### src/rtl/cpu_pkg.sv
// Shared CPU definitions: program-counter width and the next-PC select
// encodings. The control unit imports the same constants so the encodings
// are defined in exactly one place.
package cpu_pkg;

  localparam int PC_W = 10;

  typedef enum logic [1:0] {
    PC_INC  = 2'b00,
    PC_JMP  = 2'b01,
    PC_RET  = 2'b10,
    PC_HOLD = 2'b11
  } s_pc_e;

endpackage

### src/rtl/pc_unit_if.sv
// Control/status bundle between the control unit (master) and the
// program-counter unit (slave). Parameters must match the pc_unit instance.
interface pc_unit_if #(
  parameter int PC_W  = cpu_pkg::PC_W,
  parameter int DEPTH = 16
);

  localparam int CNT_W = $clog2(DEPTH + 1);

  logic                 enable_pc;
  cpu_pkg::s_pc_e       s_pc;
  logic                 push;
  logic                 pop;
  logic [PC_W-1:0]      jump_addr;
  logic [PC_W-1:0]      pc;
  logic [CNT_W-1:0]     sp_count;
  logic                 empty;
  logic                 full;
  logic                 stk_ovf;
  logic                 stk_unf;

  modport master (
    output enable_pc, s_pc, push, pop, jump_addr,
    input  pc, sp_count, empty, full, stk_ovf, stk_unf
  );

  modport slave (
    input  enable_pc, s_pc, push, pop, jump_addr,
    output pc, sp_count, empty, full, stk_ovf, stk_unf
  );

endinterface

### src/rtl/pc_unit_return_stack.sv
// return_stack: circular-buffer return-address stack with entry count.
// Build option STACK_ERR_EN: when defined, push on full is dropped and sets
// a sticky overflow flag, pop on empty is refused and sets a sticky
// underflow flag. When undefined, push on full overwrites the oldest entry,
// pop on empty rewinds the pointer onto a stale entry, and both flags are 0.
module return_stack #(
  parameter  int PC_W  = cpu_pkg::PC_W,
  parameter  int DEPTH = 16,
  localparam int PTR_W = $clog2(DEPTH),
  localparam int CNT_W = $clog2(DEPTH + 1)
) (
  input  logic             clk,
  input  logic             reset,
  input  logic             en,
  input  logic             push,
  input  logic             pop,
  input  logic [PC_W-1:0]  wr_data,
  output logic [PC_W-1:0]  top,
  output logic             ret_bad,
  output logic [CNT_W-1:0] count,
  output logic             empty,
  output logic             full,
  output logic             ovf,
  output logic             unf
);

  // DEPTH is a power of two, so the pointer wraps naturally.
  logic [PC_W-1:0]  mem [DEPTH];
  logic [PTR_W-1:0] ptr;
  logic [PTR_W-1:0] ptr_nxt;
  logic [PTR_W-1:0] top_idx;
  logic [PTR_W-1:0] wr_idx;
  logic [CNT_W-1:0] cnt_nxt;
  logic             wr_en;
`ifdef STACK_ERR_EN
  logic             ovf_set;
  logic             unf_set;
  logic             ovf_q;
  logic             unf_q;
`endif

  // ptr addresses the next free slot; the top entry sits just below it.
  assign top_idx = ptr - 1'b1;
  assign top     = mem[top_idx];
  assign empty   = (count == '0);
  assign full    = (count == CNT_W'(DEPTH));

`ifdef STACK_ERR_EN
  // A refused pop must not hand a stale entry to the PC mux.
  assign ret_bad = pop && empty;
  assign ovf     = ovf_q;
  assign unf     = unf_q;
`else
  assign ret_bad = 1'b0;
  assign ovf     = 1'b0;
  assign unf     = 1'b0;
`endif

  // Next pointer, count and write decision for this cycle's push/pop.
  always_comb begin
    // NOTE: every signal gets a default first so no path leaves one unassigned (no latch).
    wr_en   = 1'b0;
    wr_idx  = ptr;
    ptr_nxt = ptr;
    cnt_nxt = count;
`ifdef STACK_ERR_EN
    ovf_set = 1'b0;
    unf_set = 1'b0;
`endif
    if (en) begin
      if (pop && empty) begin
        // Pop on empty wins over a simultaneous push.
`ifdef STACK_ERR_EN
        unf_set = 1'b1;
`else
        ptr_nxt = ptr - 1'b1;
`endif
      end else if (push && pop) begin
        // Swap: replace the top in place, depth unchanged.
        wr_en  = 1'b1;
        wr_idx = top_idx;
      end else if (push) begin
        if (full) begin
`ifdef STACK_ERR_EN
          ovf_set = 1'b1;
`else
          // With a full ring, ptr already points at the oldest entry.
          wr_en   = 1'b1;
          ptr_nxt = ptr + 1'b1;
`endif
        end else begin
          wr_en   = 1'b1;
          ptr_nxt = ptr + 1'b1;
          cnt_nxt = count + 1'b1;
        end
      end else if (pop) begin
        ptr_nxt = ptr - 1'b1;
        cnt_nxt = count - 1'b1;
      end
    end
  end

  // Pointer and count registers.
  always_ff @(posedge clk) begin
    // NOTE: non-blocking assignments so every register samples pre-edge values.
    if (reset) begin
      ptr   <= '0;
      count <= '0;
    end else begin
      ptr   <= ptr_nxt;
      count <= cnt_nxt;
    end
  end

  // Storage write.
  always_ff @(posedge clk) begin
    // NOTE: storage is deliberately not reset; count=0 already marks every entry invalid.
    if (!reset && wr_en) begin
      mem[wr_idx] <= wr_data;
    end
  end

`ifdef STACK_ERR_EN
  // Sticky error flags, cleared only by reset.
  always_ff @(posedge clk) begin
    if (reset) begin
      ovf_q <= 1'b0;
      unf_q <= 1'b0;
    end else begin
      if (ovf_set) ovf_q <= 1'b1;
      if (unf_set) unf_q <= 1'b1;
    end
  end
`endif

endmodule

### src/rtl/pc_unit.sv
// pc_unit: program-counter register and next-PC multiplexer with a return
// stack for JAL/JR. Build option STACK_ERR_EN (see return_stack) selects
// refuse-and-flag stack error handling instead of wrap-around behaviour.
module pc_unit #(
  parameter int PC_W  = cpu_pkg::PC_W,
  parameter int DEPTH = 16
) (
  input  logic      clk,
  input  logic      reset,
  pc_unit_if.slave  bus
);

  import cpu_pkg::*;

  logic [PC_W-1:0] pc_q;
  logic [PC_W-1:0] pc_plus1;
  logic [PC_W-1:0] pc_nxt;
  logic [PC_W-1:0] stack_top;
  logic            ret_bad;

  // Wraps modulo 2^PC_W; also the return address pushed by JAL.
  assign pc_plus1 = pc_q + 1'b1;

  return_stack #(
    .PC_W  (PC_W),
    .DEPTH (DEPTH)
  ) u_stack (
    .clk     (clk),
    .reset   (reset),
    .en      (bus.enable_pc),
    .push    (bus.push),
    .pop     (bus.pop),
    .wr_data (pc_plus1),
    .top     (stack_top),
    .ret_bad (ret_bad),
    .count   (bus.sp_count),
    .empty   (bus.empty),
    .full    (bus.full),
    .ovf     (bus.stk_ovf),
    .unf     (bus.stk_unf)
  );

  // Next-PC select.
  always_comb begin
    pc_nxt = pc_q;
    case (bus.s_pc)
      PC_INC:  pc_nxt = pc_plus1;
      PC_JMP:  pc_nxt = bus.jump_addr;
      PC_RET:  pc_nxt = ret_bad ? pc_plus1 : stack_top;
      PC_HOLD: pc_nxt = pc_q;
      default: pc_nxt = pc_q;
    endcase
  end

  // PC register; updates only when enabled.
  always_ff @(posedge clk) begin
    if (reset) begin
      pc_q <= '0;
    end else if (bus.enable_pc) begin
      pc_q <= pc_nxt;
    end
  end

  assign bus.pc = pc_q;

endmodule
### src/flat_wrapper.sv
// flat-port wrapper written by rule: the top's interface ports become plain ports
module pc_unit_flat import cpu_pkg::*;
#(
  parameter int PC_W  = cpu_pkg::PC_W,
  parameter int DEPTH = 16
)
  (clk, reset, bus_enable_pc, bus_s_pc, bus_push, bus_pop, bus_jump_addr, bus_pc, bus_sp_count, bus_empty, bus_full, bus_stk_ovf, bus_stk_unf);
  pc_unit_if #(.PC_W(PC_W), .DEPTH(DEPTH)) bus_i ();
  input  logic clk;
  input  logic reset;
  input wire logic [$bits(bus_i.enable_pc)-1:0] bus_enable_pc;
  input wire logic [$bits(bus_i.s_pc)-1:0] bus_s_pc;
  input wire logic [$bits(bus_i.push)-1:0] bus_push;
  input wire logic [$bits(bus_i.pop)-1:0] bus_pop;
  input wire logic [$bits(bus_i.jump_addr)-1:0] bus_jump_addr;
  output wire logic [$bits(bus_i.pc)-1:0] bus_pc;
  output wire logic [$bits(bus_i.sp_count)-1:0] bus_sp_count;
  output wire logic [$bits(bus_i.empty)-1:0] bus_empty;
  output wire logic [$bits(bus_i.full)-1:0] bus_full;
  output wire logic [$bits(bus_i.stk_ovf)-1:0] bus_stk_ovf;
  output wire logic [$bits(bus_i.stk_unf)-1:0] bus_stk_unf;
  assign bus_i.enable_pc = bus_enable_pc;
  assign bus_i.s_pc = bus_s_pc;
  assign bus_i.push = bus_push;
  assign bus_i.pop = bus_pop;
  assign bus_i.jump_addr = bus_jump_addr;
  assign bus_pc = bus_i.pc;
  assign bus_sp_count = bus_i.sp_count;
  assign bus_empty = bus_i.empty;
  assign bus_full = bus_i.full;
  assign bus_stk_ovf = bus_i.stk_ovf;
  assign bus_stk_unf = bus_i.stk_unf;
  pc_unit #(.PC_W(PC_W), .DEPTH(DEPTH)) u_core (.clk(clk), .reset(reset), .bus(bus_i));
endmodule
### config.mk
export PLATFORM = sky130hd
export DESIGN_NAME = pc_unit_flat
export DESIGN_NICKNAME = d
export VERILOG_FILES = /design/src/rtl/cpu_pkg.sv /design/src/rtl/pc_unit_if.sv /design/src/rtl/pc_unit_return_stack.sv /design/src/rtl/pc_unit.sv /design/src/flat_wrapper.sv
export SDC_FILE = /design/constraint.sdc
export NUM_CORES = 1
export LEC_CHECK = 0
export ABC_CLOCK_PERIOD_IN_PS = 3900
export CORE_MARGIN = 2
export CORE_UTILIZATION = 60
export DETAILED_ROUTE_END_ITERATION = 12
export PLACE_DENSITY = 0.85
export REMOVE_ABC_BUFFERS = 1
export SLEW_MARGIN = 20
export SYNTH_ARGS = -nofsm -noshare
export SYNTH_HDL_FRONTEND = slang
export SYNTH_SLANG_ARGS = --single-unit
### constraint.sdc
create_clock -name clk -period 3.9 [get_ports clk]
set_input_delay 1.17 -clock clk [delete_from_list [all_inputs] [get_ports clk]]
set_output_delay 1.17 -clock clk [all_outputs]
set_load 0.01 [all_outputs]
==> metrics, run 1 <==
Area Overhead vs Synth 15.48%; final wirelength 18740 um; endpoints failing setup 0; hold endpoint u_core.u_stack.count[3]$_SDFFE_PP0P_; post-cts sizing count 0; DRT iter0 DRCs 606; RSZ-0062 raised after global routing no; period utilization 0.8714; top-area cell type share of the netlist area 0.6047; Ys Warns 0; R2R setup slack 0.80 ns; register area share after synthesis 0.6526; hold depth 2; Largest stage delay, worst path between 0.6 and 0.7 ns; footprint of the multi-input gates 0.002584 mm2; chip height 119.1 um; first-pass GRT wire length 28550 um; minimum clock period after layout between 3 and 4 ns; top cells by area, synth edfxtp_1, mux4_2, dfxtp_1; TritonCTS clock tree done; HPWL after DPL approximately 12000 um; Mapped Cells 490; Post-CTS Setup Bufs 0; Fillers roughly 800; vias in the first global route ~4900; first-pass detailed-route iteration total 6; CP max stage cell or4_1; Synth cell types 64; EDFF count, synth 160; diodes inserted 0; vias per cell 6.560; largest net degree at the start of global routing 45; clk_lat worst skew 0.43 ns; Routed Antenna Nets 0; die width about 120 um; Num Clock Sinks around 180; CTS buffer count 17; initial antenna violation count 0; CP cell instances or4_1, nor2_1, clkdlybuf4s50_1; Storage cell area ~0.0052 mm2; CP required 2.73 ns; status completed; Slew @ Worst Pin 1.012 ns; FP Rows 42; Starting Density 0.6072; core area ~0.013 mm2; final net count about 570; dominant cell type by area after synthesis edfxtp_1; final worst clock skew 0.009958 ns; synthesized flop and latch total 179; number of H-tree levels 4; die area ~0.014 mm2; final worst slack 0.5015 ns; most frequent cell after synthesis edfxtp_1; Longest Clk Path Bufs 2; startpoint types flip-flop; Power Density approximately 540 mW/mm2; Final Hold Vio Count 0; Synth Cell Area 0.007945 mm2; Crit Path Category reg -> out; Register-to-Register Path Depth 6; share of layout cells above drive strength 1 0.1971; critical path data arrival time 2.23 ns; Pins Over Slew Limit 0; WP buf/inv 1; Avg Cell Area, Syn 16.21 um2; grt ovf 0; CP top delay family simple AND/OR/NAND/NOR gates; crit path launch u_core.u_stack.count[1]$_SDFFE_PP0P_; Commonest cells post-synth edfxtp_1, nor2_1, mux4_2; critical path peak fanout 6; max frequency 294.2 MHz; worst slack at placement 0.1545 ns; Slew HR 0.3232; final setup TNS 0 ns; total of max-cap violations 0; IO Count 36; Leak 3.080 nW; min-delay worst type reg -> reg; hold-fix buffers at CTS 0; clock root buffer clkbuf_16; buffers added on ports 33; Primary FF master, synth edfxtp_1; FFs w/ async S/R, synth 0; reg2reg end u_core.u_stack.mem[1][6]$_DFFE_PP_; r2r startpoint u_core.u_stack.ptr[0]$_SDFFE_PP0P_; hold path startpoint u_core.u_stack.count[3]$_SDFFE_PP0P_; wire length per cell 25.53 um; Max VDD drop 423.2 uV; Clk pin slew, worst setup/hold paths about 0.06 ns; gr usage total 0.2809; DRC 0; Vias 4815; Setup crit end kind output pin; GPL Wtd Cong 0.8997
-- power breakdown --
group / total [mW] / leakage, nW / internal (mW) / switching [mW]
logic: 1.09 / 1.19 / 0.472 / 0.614
registers: 2.20 / 1.62 / 2.15 / 0.0513
clock network: 1.66 / 0.277 / 0.990 / 0.672
total: 4.95 / 3.08 / 3.61 / 1.34
-- registers in the layout, summed over array words and instances, names as in the netlist --
signal,cells
u_core.bus.pc,10
u_core.u_stack.ptr,4
u_core.u_stack.mem,160
u_core.u_stack.count,5
-- how the worst max path moves through the flow --
stage / endpoint / cells after the start
3_5_place_dp: u_core.u_stack.mem[1][0]$_DFFE_PP_ / 6
2_1_floorplan: u_core.u_stack.mem[0][0]$_DFFE_PP_ / 4
3_3_place_gp: u_core.u_stack.mem[4][8]$_DFFE_PP_ / 6
4_1_cts: bus_empty / 3
5_1_grt: bus_empty / 3
6_report: bus_empty / 3
-- cells in the final DEF (no fill, tap or decap), types with 3 or more instances in the layout --
cell type	Yosys	routed
a211oi_1	9	9
a21o_1	3	3
a21oi_1	10	10
a221oi_1	6	6
a31oi_1	5	5
and2_1	3	3
buf_4	7	32
bufinv_16	0	3
clkbuf_16	0	17
clkdlybuf4s50_1	0	33
clkinv_1	0	5
clkinv_2	0	4
dfxtp_1	19	18
edfxtp_1	160	160
ha_1	9	9
inv_1	9	9
mux2_1	3	3
mux2_2	3	3
mux2i_1	22	22
mux4_1	9	9
mux4_2	29	29
nand2_1	18	18
nand3_1	15	15
nand3b_1	6	6
nor2_1	37	36
nor2b_1	5	5
nor3_1	4	4
o211ai_2	3	3
o21ai_0	12	12
o21ai_1	3	3
xnor2_1	8	8
xor2_1	8	3
xor2_2	0	5
-- worst min-delay path: cells and delay by family, from the launching register on --
family        cells  cell delay [ns]
flops             1             0.35
mux               1             0.14
simple gates      1             0.05
-- area by class of cell --
cell class,count,share of cell area
Tap cell,176,0.02400
Sequential cell,179,0.5653
Inverter,11,0.004500
Clock buffer,18,0.04677
Clock inverter,14,0.01568
Timing Repair Buffer,65,0.06218
Multi-Input combinational cell,271,0.2816
-- per-layer routing --
metal,vias to the layer above,wire length (um),global-route usage
met2,307,9321,0.4551
met3,64,2040,0.08238
met4,0,583,0.1116
li1,2047,-,-
met1,2397,6792,0.3603
met5,-,0,0
-- metrics by stage --
step / hold WS [ns] / std cells / power [mW] / utilization / area, um2
floorplan: 0.5425 / 461 / 2.946 / - / 7770
detailed placement: 0.5823 / 702 / 3.294 / 0.6543 / 8562
global placement: 0.5737 / 702 / 3.257 / 0.6543 / 8562
global route: 0.6271 / 734 / 5.105 / 0.7012 / 9175
finish: 0.5901 / 734 / 4.948 / 0.7012 / 9175
CTS: 0.5935 / 734 / 4.944 / 0.6981 / 9135
-- cell families after synthesis --
kind of cell / count (synthesis) / synth area share
adder cells (fa/ha/maj): 10 / 0.01669
other: 1 / 0.0004720
XOR/XNOR: 17 / 0.02110
flip-flops: 179 / 0.6526
AO/OA/AOI/OAI: 77 / 0.07307
buffers and inverters: 41 / 0.02772
AND/OR/NAND/NOR: 99 / 0.06016
multiplexers: 66 / 0.1482
Note: power is estimated with default switching activity, not from simulation.
==> inputs of run 2 (changes only) <==
--- a/config.mk
+++ b/config.mk
@@ -6,6 +6,7 @@
 export NUM_CORES = 1
 export LEC_CHECK = 0
 export ABC_CLOCK_PERIOD_IN_PS = 3900
+export CAP_MARGIN = 10
 export CORE_MARGIN = 2
 export CORE_UTILIZATION = 60
 export DETAILED_ROUTE_END_ITERATION = 12
==> results of run 2 <==
Final layout, timing and power as in run 1 (identical DEF).
